===== src/rtl/fetch_stage.sv =====
// Instruction fetch stage: holds the PC, fetches 32-bit MIPS words over a
// req/ack handshake, latches them into the IR and presents decoded fields.
// A redirect that arrives while a request is outstanding cannot cancel
// that request. The stage finishes it in FLUSH and then throws the data away.

module fetch_stage #(
    parameter int                ADDR_W   = 32,
    parameter logic [ADDR_W-1:0] RESET_PC = '0
) (
    input  logic              clk,
    input  logic              reset,
    output logic              imem_req,
    output logic [ADDR_W-1:0] imem_addr,
    input  logic              imem_ack,
    input  logic [31:0]       imem_rdata,
    input  logic              stall,
    input  logic              redirect,
    input  logic [ADDR_W-1:0] redirect_pc,
    output logic              ir_valid,
    output logic [5:0]        op,
    output logic [4:0]        rs,
    output logic [4:0]        rt,
    output logic [4:0]        rd,
    output logic [5:0]        func,
    output logic [15:0]       imm,
    output logic [ADDR_W-1:0] pc_out,
    output logic [ADDR_W-1:0] pc_plus4
);

    typedef enum logic [1:0] {
        IDLE  = 2'd0,
        FETCH = 2'd1,
        STALL = 2'd2,
        FLUSH = 2'd3
    } state_t;

    state_t            state_q, state_d;
    logic [ADDR_W-1:0] pc_q, pc_d;
    logic [ADDR_W-1:0] pend_q, pend_d;
    logic [ADDR_W-1:0] pcout_q, pcout_d;
    logic [31:0]       ir_q, ir_d;
    logic              valid_q, valid_d;

    logic [ADDR_W-1:0] target;
    logic              fetchReq;
    logic              redirect_lsb_unused;

    // Redirect targets are always word aligned; the low address bits are dropped.
    assign target              = {redirect_pc[ADDR_W-1:2], 2'b00};
    assign redirect_lsb_unused = ^redirect_pc[1:0];

    // The fetch request is withheld only when a valid IR is being held by stall.
    assign fetchReq = ~(valid_q & stall);

    // Next-state logic: sequencing, PC update and IR capture per state.
    always_comb begin
        state_d  = state_q;
        pc_d     = pc_q;
        pend_d   = pend_q;
        pcout_d  = pcout_q;
        ir_d     = ir_q;
        valid_d  = valid_q;
        imem_req = 1'b0;

        case (state_q)
            IDLE: begin
                state_d = FETCH;
                if (redirect) begin
                    pc_d    = target;
                    ir_d    = '0;
                    valid_d = 1'b0;
                end
            end

            FETCH: begin
                imem_req = fetchReq;
                if (redirect) begin
                    ir_d    = '0;
                    valid_d = 1'b0;
                    if (fetchReq && !imem_ack) begin
                        pend_d  = target;
                        state_d = FLUSH;
                    end else begin
                        pc_d    = target;
                        state_d = FETCH;
                    end
                end else if (!fetchReq) begin
                    state_d = STALL;
                end else if (imem_ack) begin
                    ir_d    = imem_rdata;
                    valid_d = 1'b1;
                    pcout_d = pc_q;
                    pc_d    = pc_q + ADDR_W'(4);
                end
            end

            STALL: begin
                if (redirect) begin
                    pc_d    = target;
                    ir_d    = '0;
                    valid_d = 1'b0;
                    state_d = FETCH;
                end else if (!stall || !valid_q) begin
                    state_d = FETCH;
                end
            end

            FLUSH: begin
                imem_req = 1'b1;
                if (redirect) begin
                    pend_d = target;
                end
                if (imem_ack) begin
                    pc_d    = redirect ? target : pend_q;
                    state_d = FETCH;
                end
            end

            default: begin
                state_d = IDLE;
            end
        endcase
    end

    // State and datapath registers, cleared asynchronously by reset.
    always_ff @(posedge clk or posedge reset) begin
        if (reset) begin
            state_q <= IDLE;
            pc_q    <= RESET_PC;
            pend_q  <= RESET_PC;
            pcout_q <= '0;
            ir_q    <= '0;
            valid_q <= 1'b0;
        end else begin
            state_q <= state_d;
            pc_q    <= pc_d;
            pend_q  <= pend_d;
            pcout_q <= pcout_d;
            ir_q    <= ir_d;
            valid_q <= valid_d;
        end
    end

    assign imem_addr = pc_q;
    assign ir_valid  = valid_q;
    assign op        = ir_q[31:26];
    assign rs        = ir_q[25:21];
    assign rt        = ir_q[20:16];
    assign rd        = ir_q[15:11];
    assign func      = ir_q[5:0];
    assign imm       = ir_q[15:0];
    assign pc_out    = pcout_q;
    assign pc_plus4  = pcout_q + ADDR_W'(4);

endmodule


===== config.mk =====
export PLATFORM = sky130hd
export DESIGN_NAME = fetch_stage
export DESIGN_NICKNAME = d
export VERILOG_FILES = /design/src/rtl/fetch_stage.sv
export SDC_FILE = /design/constraint.sdc
export NUM_CORES = 1
export LEC_CHECK = 0
export CAP_MARGIN = 20
export CORE_ASPECT_RATIO = 1.75
export CORE_MARGIN = 3
export CORE_UTILIZATION = 40
export DETAILED_ROUTE_END_ITERATION = 7
export PLACE_DENSITY = 0.7
export SYNTH_ARGS = -nofsm -noshare
export SYNTH_HDL_FRONTEND = slang
export SYNTH_SLANG_ARGS = --single-unit

===== constraint.sdc =====
create_clock -name clk -period 7.93 [get_ports clk]
set_input_delay 1.586 -clock clk [delete_from_list [all_inputs] [get_ports clk]]
set_output_delay 1.586 -clock clk [all_outputs]
set_load 0.01 [all_outputs]

==> out/qor.csv, run 1 <==
metric,value,unit
setup_viol,0,
worst_slack,3.259,ns
ys_ff_latch,131,
max_stage_delay,0.57,ns
synth_edf_count,0,
cts_resized,0,
drc_errors,0,
ioPinCount,210,
path_cells,clkdlybuf4s50_1 -> nand3b_1 -> and2_1 -> clkdlybuf4s50_1,
final_max_slew_viol_count,0,
reg2reg_to,imem_addr[31],
core,0.01711,mm^2
crit_slowest_cell,clkdlybuf4s50_1,
seq_area,0.003278,mm^2
cpLargestDelayFamily,buffers and inverters,
grt_max_degree,70,
design_area,0.009920,mm^2
place_area,0.009233,mm^2
rows,63,
hold_violations,0,
yosysSeqAreaShare,0.4657,
instances_no_fill,1212,
r2r.worst_path.cells,6,
place_ws,3.249,ns
p_leak,4.251,nW
hp-class,reg2reg,
r2r_start,state_q[0],
grt_pass1_wl,33910,um
syn_nets,866,
netlist_area,0.007039,mm^2
synthArstFlopShare,1.000,
synth.area.top_cells,"dfrtp_1 (47%), nand2_1 (10%), mux2_2 (4.5%)",
die_y,181.5,um
start_kind,input pin,
yosys.cell_types.count,51,
rsz0062_at_grt,false,
port_buffers,207,
synth.largest_area_cell,dfrtp_1,
fin_crit,4.671,ns
powerDensity,312.7,mW/mm^2
wl,20890,um
path_max_fanout,7,
post_cts_buffers,0,
synth_commonest_cells,"nand2_1 (196), dfrtp_1 (131), nand3_1 (59), o21ai_0 (59), clkbuf_1 (45)",
syn2layout_area_growth,40.92,%
ctsLongestPathBuffers,2,
vdd_drop_max,0.0001491,V
finalClockSkew,0.01352,ns
clkSlewWorstSetupHoldPaths,0.06,ns
cp-endpoint,imem_req,
postSynthCellCount,795,
cts_made_buffers,17,
wl_per_cell,17.24,um
drt_iter0_drc,358,
numClockSinks,131,
drt.antenna.violating_nets,0,
track_usage,0.2179,
nFillCells,1533,
ys_warn_count,0,
fin_setup_tns,0,ns
global_route.overflow_total,0,
cp.depth,4,
fmax,214.1,MHz
via_per_inst,5.403,
power.total,3.102,mW
dr.pass1.iters,5,
worstSetupPathType,in2out,
ctsHtreeMaxLevel,4,
cp_data_required_time,6.34,ns
status,"finished, final reports clean",
rrSetupSlack,5.41,ns
die_w,106.3,um
gp_congestion,0.8243,
path_buf_inv,2,
insertion_delay,0.42,ns
synth_most_common_cell,nand2_1,
hold_ws,0.4628,ns
multi_input_area,0.003440,mm^2
end_kind,output pin,
place_inst,1178,
drive_above_1_share,0.08435,
crit_top_cell,clkdlybuf4s50_1,
hpwl,14280,um
cts-root-buf,clkbuf_16,
slew_headroom,0.3471,
start_util,0.4115,
yosysTopAreaCellShare,0.4657,
startpoint,stall,
max_cap_violations,0,
grt_pass1_vias,6468,
final_util,0.5799,
nets,1043,
tightestPinTransition,0.9788,ns
dieArea,0.01929,mm^2
fin_crit_sh,0.5890,
synth_ff_type,dfrtp_1,
vias,6548,
worstPathArrival,3.08,ns
antenna_found_initial,1,
postSynthAreaPerCell,8.854,um^2
cts_tree,yes,
hold_buffers,0,
-- worst min-delay path, cell delays in order (launching register included) --
cell	delay [ns]
dfrtp_1	0.34
nand2_1	0.05
nand2_1	0.05
-- worst min-delay path by stage --
stage / startpoint / end / slack, ns / cells past startpoint
detailed placement: ir_q[28] / ir_q[28] / 0.46 / 2
global placement: ir_q[30] / ir_q[30] / 0.45 / 2
global route: ir_q[6] / ir_q[6] / 0.48 / 2
floorplan: pend_q[27] / pend_q[27] / 0.45 / 2
finish: ir_q[18] / ir_q[18] / 0.46 / 2
CTS: ir_q[21] / ir_q[21] / 0.47 / 2
-- cell families (layout without fill, tap and decap cells) --
family                   count (synthesis)  count (layout)  share of synthesized area
AO/OA/AOI/OAI                          157             157                     0.1498
multiplexers                            32              32                    0.05048
XOR/XNOR                                47              47                    0.05848
flip-flops                             131             131                     0.4657
adder cells (fa/ha/maj)                  2               2                   0.003554
other                                    0               1                          0
buffers and inverters                   80             269                    0.04995
AND/OR/NAND/NOR                        346             346                     0.2220
-- per-layer routing --
| metal | GRT usage | up-vias | routed length (um) |
|---|---|---|---|
| li1 | - | 3129 | - |
| met1 | 0.2449 | 3158 | 7998 |
| met2 | 0.4021 | 236 | 11260 |
| met3 | 0.04162 | 25 | 1173 |
| met4 | 0.08039 | 0 | 457 |
| met5 | 0 | - | 0 |
-- power by group --
group          switching, mW  internal [mW]
combinational          0.490          0.632
sequential             0.254          0.853
clock                  0.310          0.562
total                   1.05           2.05
-- registers in the layout (all words and copies together), names as in the netlist --
register   flops
state_q        2
imem_addr     32
pend_q        32
ir_q          32
pc_out        32
ir_valid       1
-- cell usage in the layout, fill, tap and decap left out, types with 17 or more instances in the layout --
master and n:
clkdlybuf4s50_1 207, nand2_1 196, dfrtp_1 131, o21ai_0 59, nand3_1 59, xnor2_1 31, mux2_2 28, a22oi_1 22
nor2_1 21, nand4_1 18, clkbuf_16 17
-- cell type report --
cell class / count / area share
Antenna cell: 1 / 0.0002523
Clock buffer: 17 / 0.04289
Clock inverter: 14 / 0.02283
Inverter: 17 / 0.006937
Multi-Input combinational cell: 584 / 0.3467
Sequential cell: 131 / 0.3305
Tap cell: 227 / 0.02863
Timing Repair Buffer: 221 / 0.2212
Power figures use the tool's default switching activity.
==> run 2: changes to the inputs <==
--- a/config.mk
+++ b/config.mk
@@ -10,7 +10,7 @@
 export CORE_MARGIN = 3
 export CORE_UTILIZATION = 40
 export DETAILED_ROUTE_END_ITERATION = 7
-export PLACE_DENSITY = 0.7
+export PLACE_DENSITY = 0.72
 export SYNTH_ARGS = -nofsm -noshare
 export SYNTH_HDL_FRONTEND = slang
 export SYNTH_SLANG_ARGS = --single-unit
==> constraint.sdc (replaced) <==
create_clock -name clk -period 3.9 [get_ports clk]
set_input_delay 0.78 -clock clk [delete_from_list [all_inputs] [get_ports clk]]
set_output_delay 0.78 -clock clk [all_outputs]
set_load 0.01 [all_outputs]
==> out/qor.csv, run 2 (synthesis results as in run 1) <==
metric,value,unit
cell_internal_pwr,4.190,mW
rows,63,
end_kind,output pin,
cts_tree,yes,
drt.antenna.violating_nets,0,
tightestPinTransition,0.8053,ns
nets,1046,
max_cap_violations,0,
drive_above_1_share,0.08713,
dr.pass1.iters,5,
die_y,181.5,um
dieArea,0.01929,mm^2
hold_ws,0.4646,ns
hold_buffers,0,
cts-root-buf,clkbuf_16,
gp_congestion,0.8125,
fin_setup_tns,0,ns
power_frac_comb,0.362,
hold_violations,0,
wl_met1,7747,um
port_buffers,207,
finalClockSkew,0.009769,ns
nFillCells,1508,
hpwl,14490,um
mostFrequentLayoutCell,clkdlybuf4s50_1,
post_cts_buffers,0,
slew_headroom,0.4626,
fin_crit_sh,0.9329,
final_max_slew_viol_count,0,
antenna_found_initial,2,
vias,6603,
maxUsedRoutingLayer,met4,
path_max_fanout,7,
final_cell_mix,"clkdlybuf4s50_1 (207), nand2_1 (196), dfrtp_1 (131)",
powerDensity,632.9,mW/mm^2
worstSetupPathType,reg2out,
die_w,106.3,um
worstPathArrival,2.86,ns
start_kind,flop,
met3_length,1300,um
pwr-share-clk,0.280,
cts_resized,0,
hp-class,reg2reg,
p_seq_frac,0.357,
numClockSinks,131,
rsz0062_at_grt,false,
setup_viol,0,
clkSlewWorstSetupHoldPaths,0.06,ns
track_usage,0.2159,
switching_share,0.3354,
status,"finished, final reports clean",
global_route.overflow_total,0,
wl_met2,10990,um
ioPinCount,210,
netSwitchingPower,2.115,mW
p_leak,4.257,nW
cts_made_buffers,17,
grt_pass1_vias,6444,
grt_pass1_wl,33480,um
ctsHtreeMaxLevel,4,
fmax,274.8,MHz
ctsLongestPathBuffers,2,
insertion_delay,0.41,ns
start_util,0.4115,
fin_crit,3.638,ns
vdd_drop_max,0.0003403,V
via_per_inst,5.430,
drc_errors,0,
drt_iter0_drc,419,
grt_max_degree,132,
syn2layout_area_growth,41.52,%
wl_per_cell,17.09,um
cp_data_required_time,3.12,ns
power.total,6.305,mW
wl,20790,um
core,0.01711,mm^2
run 2: power by group through the flow:
stage / sequential, mW / combinational (mW) / clock, mW
3_3_place_gp: 2.25 / 2.25 / 0
6_report: 2.25 / 2.29 / 1.77
2_1_floorplan: 2.27 / 0.979 / 0
3_5_place_dp: 2.27 / 2.30 / 0
5_1_grt: 2.32 / 2.48 / 1.85
4_1_cts: 2.25 / 2.31 / 1.80
run 2: cell type report:
cell class / instances / area [um^2] / area share
diodes: 2 / 5.005 / 0.0005024
clock buffers: 19 / 452.9 / 0.04547
clock inverters: 12 / 202.7 / 0.02035
inverters: 17 / 67.56 / 0.006782
multi-input cells: 584 / 3440 / 0.3453
flip-flops and latches: 131 / 3278 / 0.3291
well taps: 227 / 284.0 / 0.02851
repair buffers: 224 / 2232 / 0.2241
run 2: final timing paths:
| path | from | end | slack [ns] | cells past startpoint |
|---|---|---|---|---|
| max | pc_out[15] | pc_plus4[27] | 0.26 | 6 |
| min | ir_q[18] | ir_q[18] | 0.46 | 2 |
| max reg2reg | imem_addr[8] | imem_addr[31] | 1.37 | 5 |
| min reg2reg | ir_q[18] | ir_q[18] | 0.46 | 2 |
| max in group asynchronous | reset | pend_q[21] | 2.42 | 3 |
| min in group asynchronous | reset | ir_q[23] | 0.88 | 3 |
run 2: critical path: stages (launching register included):
cell and delay [ns]:
dfrtp_1 0.45, nand4_1 0.18, nor4_1 0.61, and3_1 0.35, nand3_1 0.12, xnor2_1 0.18, clkdlybuf4s50_1 0.56
run 2: per-layer routing:
layer,up-vias,GRT usage
met5,-,0
met4,0,0.1058
met3,46,0.04803
met2,258,0.3879
met1,3158,0.2364
li1,3141,-
run 2: stage by stage:
stage               utilization  setup slack [ns]  cells  instance area (um^2)
floorplan                     -             1.374    795                  7043
global placement         0.5422            0.6903   1182                  9274
detailed placement       0.5438            0.6591   1183                  9301
CTS                      0.5821            0.2395   1214                  9957
global route             0.5824           0.05048   1216                  9962
finish                   0.5824            0.2616   1216                  9962
==> run 3: changes to the inputs <==
--- a/config.mk
+++ b/config.mk
@@ -5,12 +5,14 @@
 export SDC_FILE = /design/constraint.sdc
 export NUM_CORES = 1
 export LEC_CHECK = 0
+export ABC_CLOCK_PERIOD_IN_PS = 3800
 export CAP_MARGIN = 20
 export CORE_ASPECT_RATIO = 1.75
 export CORE_MARGIN = 3
 export CORE_UTILIZATION = 40
 export DETAILED_ROUTE_END_ITERATION = 7
-export PLACE_DENSITY = 0.72
+export MAX_ROUTING_LAYER = met4
+export PLACE_DENSITY = 0.7
 export SYNTH_ARGS = -nofsm -noshare
 export SYNTH_HDL_FRONTEND = slang
 export SYNTH_SLANG_ARGS = --single-unit
==> constraint.sdc (replaced) <==
create_clock -name clk -period 3.8 [get_ports clk]
set_input_delay 0.76 -clock clk [delete_from_list [all_inputs] [get_ports clk]]
set_output_delay 0.76 -clock clk [all_outputs]
set_load 0.01 [all_outputs]
==> out/qor.csv, run 3 (synthesis results as in run 1) <==
metric,value,unit
place_inst,1188,
die_y,181.5,um
end_kind,output pin,
worstPathArrival,2.68,ns
antenna_found_initial,1,
dieArea,0.01929,mm^2
gp_congestion,0.8498,
slew_headroom,0.2888,
fmax,290.9,MHz
cts_tree,yes,
ctsHtreeMaxLevel,4,
via_per_inst,5.368,
mostFrequentLayoutCell,clkdlybuf4s50_1,
core,0.01711,mm^2
p_leak,4.263,nW
final_cell_mix,"clkdlybuf4s50_1 (207), nand2_1 (196), dfrtp_1 (131)",
cpLargestDelayFamily,simple AND/OR/NAND/NOR gates,
powerDensity,635.3,mW/mm^2
tightestPinTransition,1.067,ns
rows,63,
cts-root-buf,clkbuf_16,
start_util,0.4115,
drc_errors,0,
post_cts_buffers,0,
status,"finished, final reports clean",
drive_above_1_share,0.09366,
max_cap_violations,0,
path_buf_inv,1,
instances_no_fill,1221,
fin_crit,3.437,ns
vdd_drop_max,0.0003574,V
place_ws,0.6145,ns
drt.antenna.violating_nets,0,
grt_max_degree,56,
wl_per_cell,16.96,um
rsz0062_at_grt,false,
hp-class,reg2reg,
worstSetupPathType,reg2out,
fin_setup_tns,0,ns
cts_resized,0,
fin_crit_sh,0.9045,
cts_made_buffers,17,
port_buffers,207,
worst_slack,0.3629,ns
final_max_slew_viol_count,0,
global_route.overflow_total,0,
hold_ws,0.4632,ns
die_w,106.3,um
insertion_delay,0.42,ns
track_usage,0.2257,
dr.pass1.iters,5,
grt_pass1_wl,33980,um
syn2layout_area_growth,41.47,%
grt_pass1_vias,6582,
clkSlewWorstSetupHoldPaths,0.06,ns
ctsLongestPathBuffers,2,
hpwl,14850,um
crit_slowest_cell,clkdlybuf4s50_1,
finalClockSkew,0.01036,ns
hold_violations,0,
numClockSinks,131,
nets,1051,
ioPinCount,210,
vias,6554,
max_stage_delay,0.56,ns
start_kind,flop,
drt_iter0_drc,391,
final_util,0.5822,
wl,20710,um
hold_buffers,0,
path_max_fanout,7,
setup_viol,0,
cp_data_required_time,3.04,ns
path_cells,nand4_1 -> nor4_2 -> and3_1 -> nand3_1 -> xnor2_1 -> clkdlybuf4s50_1,
## run 3: worst reg2reg max path: cells and delay by family (launching register included)
kind          cells  cell delay, ns
flops             1            0.57
simple gates      5            1.89
## run 3: path summary, 6_finish.rpt
path | from | end | slack, ns | depth (start not counted)
max | pc_out[15] | pc_plus4[31] | 0.36 | 6
min | ir_q[9] | ir_q[9] | 0.46 | 2
max reg2reg | imem_addr[8] | imem_addr[31] | 1.27 | 5
min reg2reg | ir_q[9] | ir_q[9] | 0.46 | 2
max in group asynchronous | reset | state_q[0] | 2.22 | 3
min in group asynchronous | reset | ir_q[25] | 0.83 | 2
## run 3: routing by layer
metal	global-route usage	wire [um]
met1	0.2555	8171
met2	0.3988	11020
met3	0.03735	1074
met4	0.07988	436
met5	-	0
## run 3: layout make-up
cell class	count	area, um^2
Fill cell	1495	7147
Multi-Input combinational cell	584	3446
Sequential cell	131	3278
Timing Repair Buffer	229	2275
Clock buffer	18	439.2
Tap cell	227	284.0
Clock inverter	14	166.4
Inverter	17	67.56
Antenna cell	1	2.502
## run 3: report_power, final
group | leakage [nW] | internal (mW) | switching (mW)
Combinational | 2.34 | 1.33 | 1.02
Sequential | 1.63 | 1.78 | 0.534
Clock | 0.288 | 1.00 | 0.661
## run 3: per-stage QoR
step                power, mW  area [um^2]
global route            6.706         9958
floorplan               3.337         7043
finish                  6.326         9958
detailed placement      4.696         9344
CTS                     6.387         9950
global placement        4.648         9344
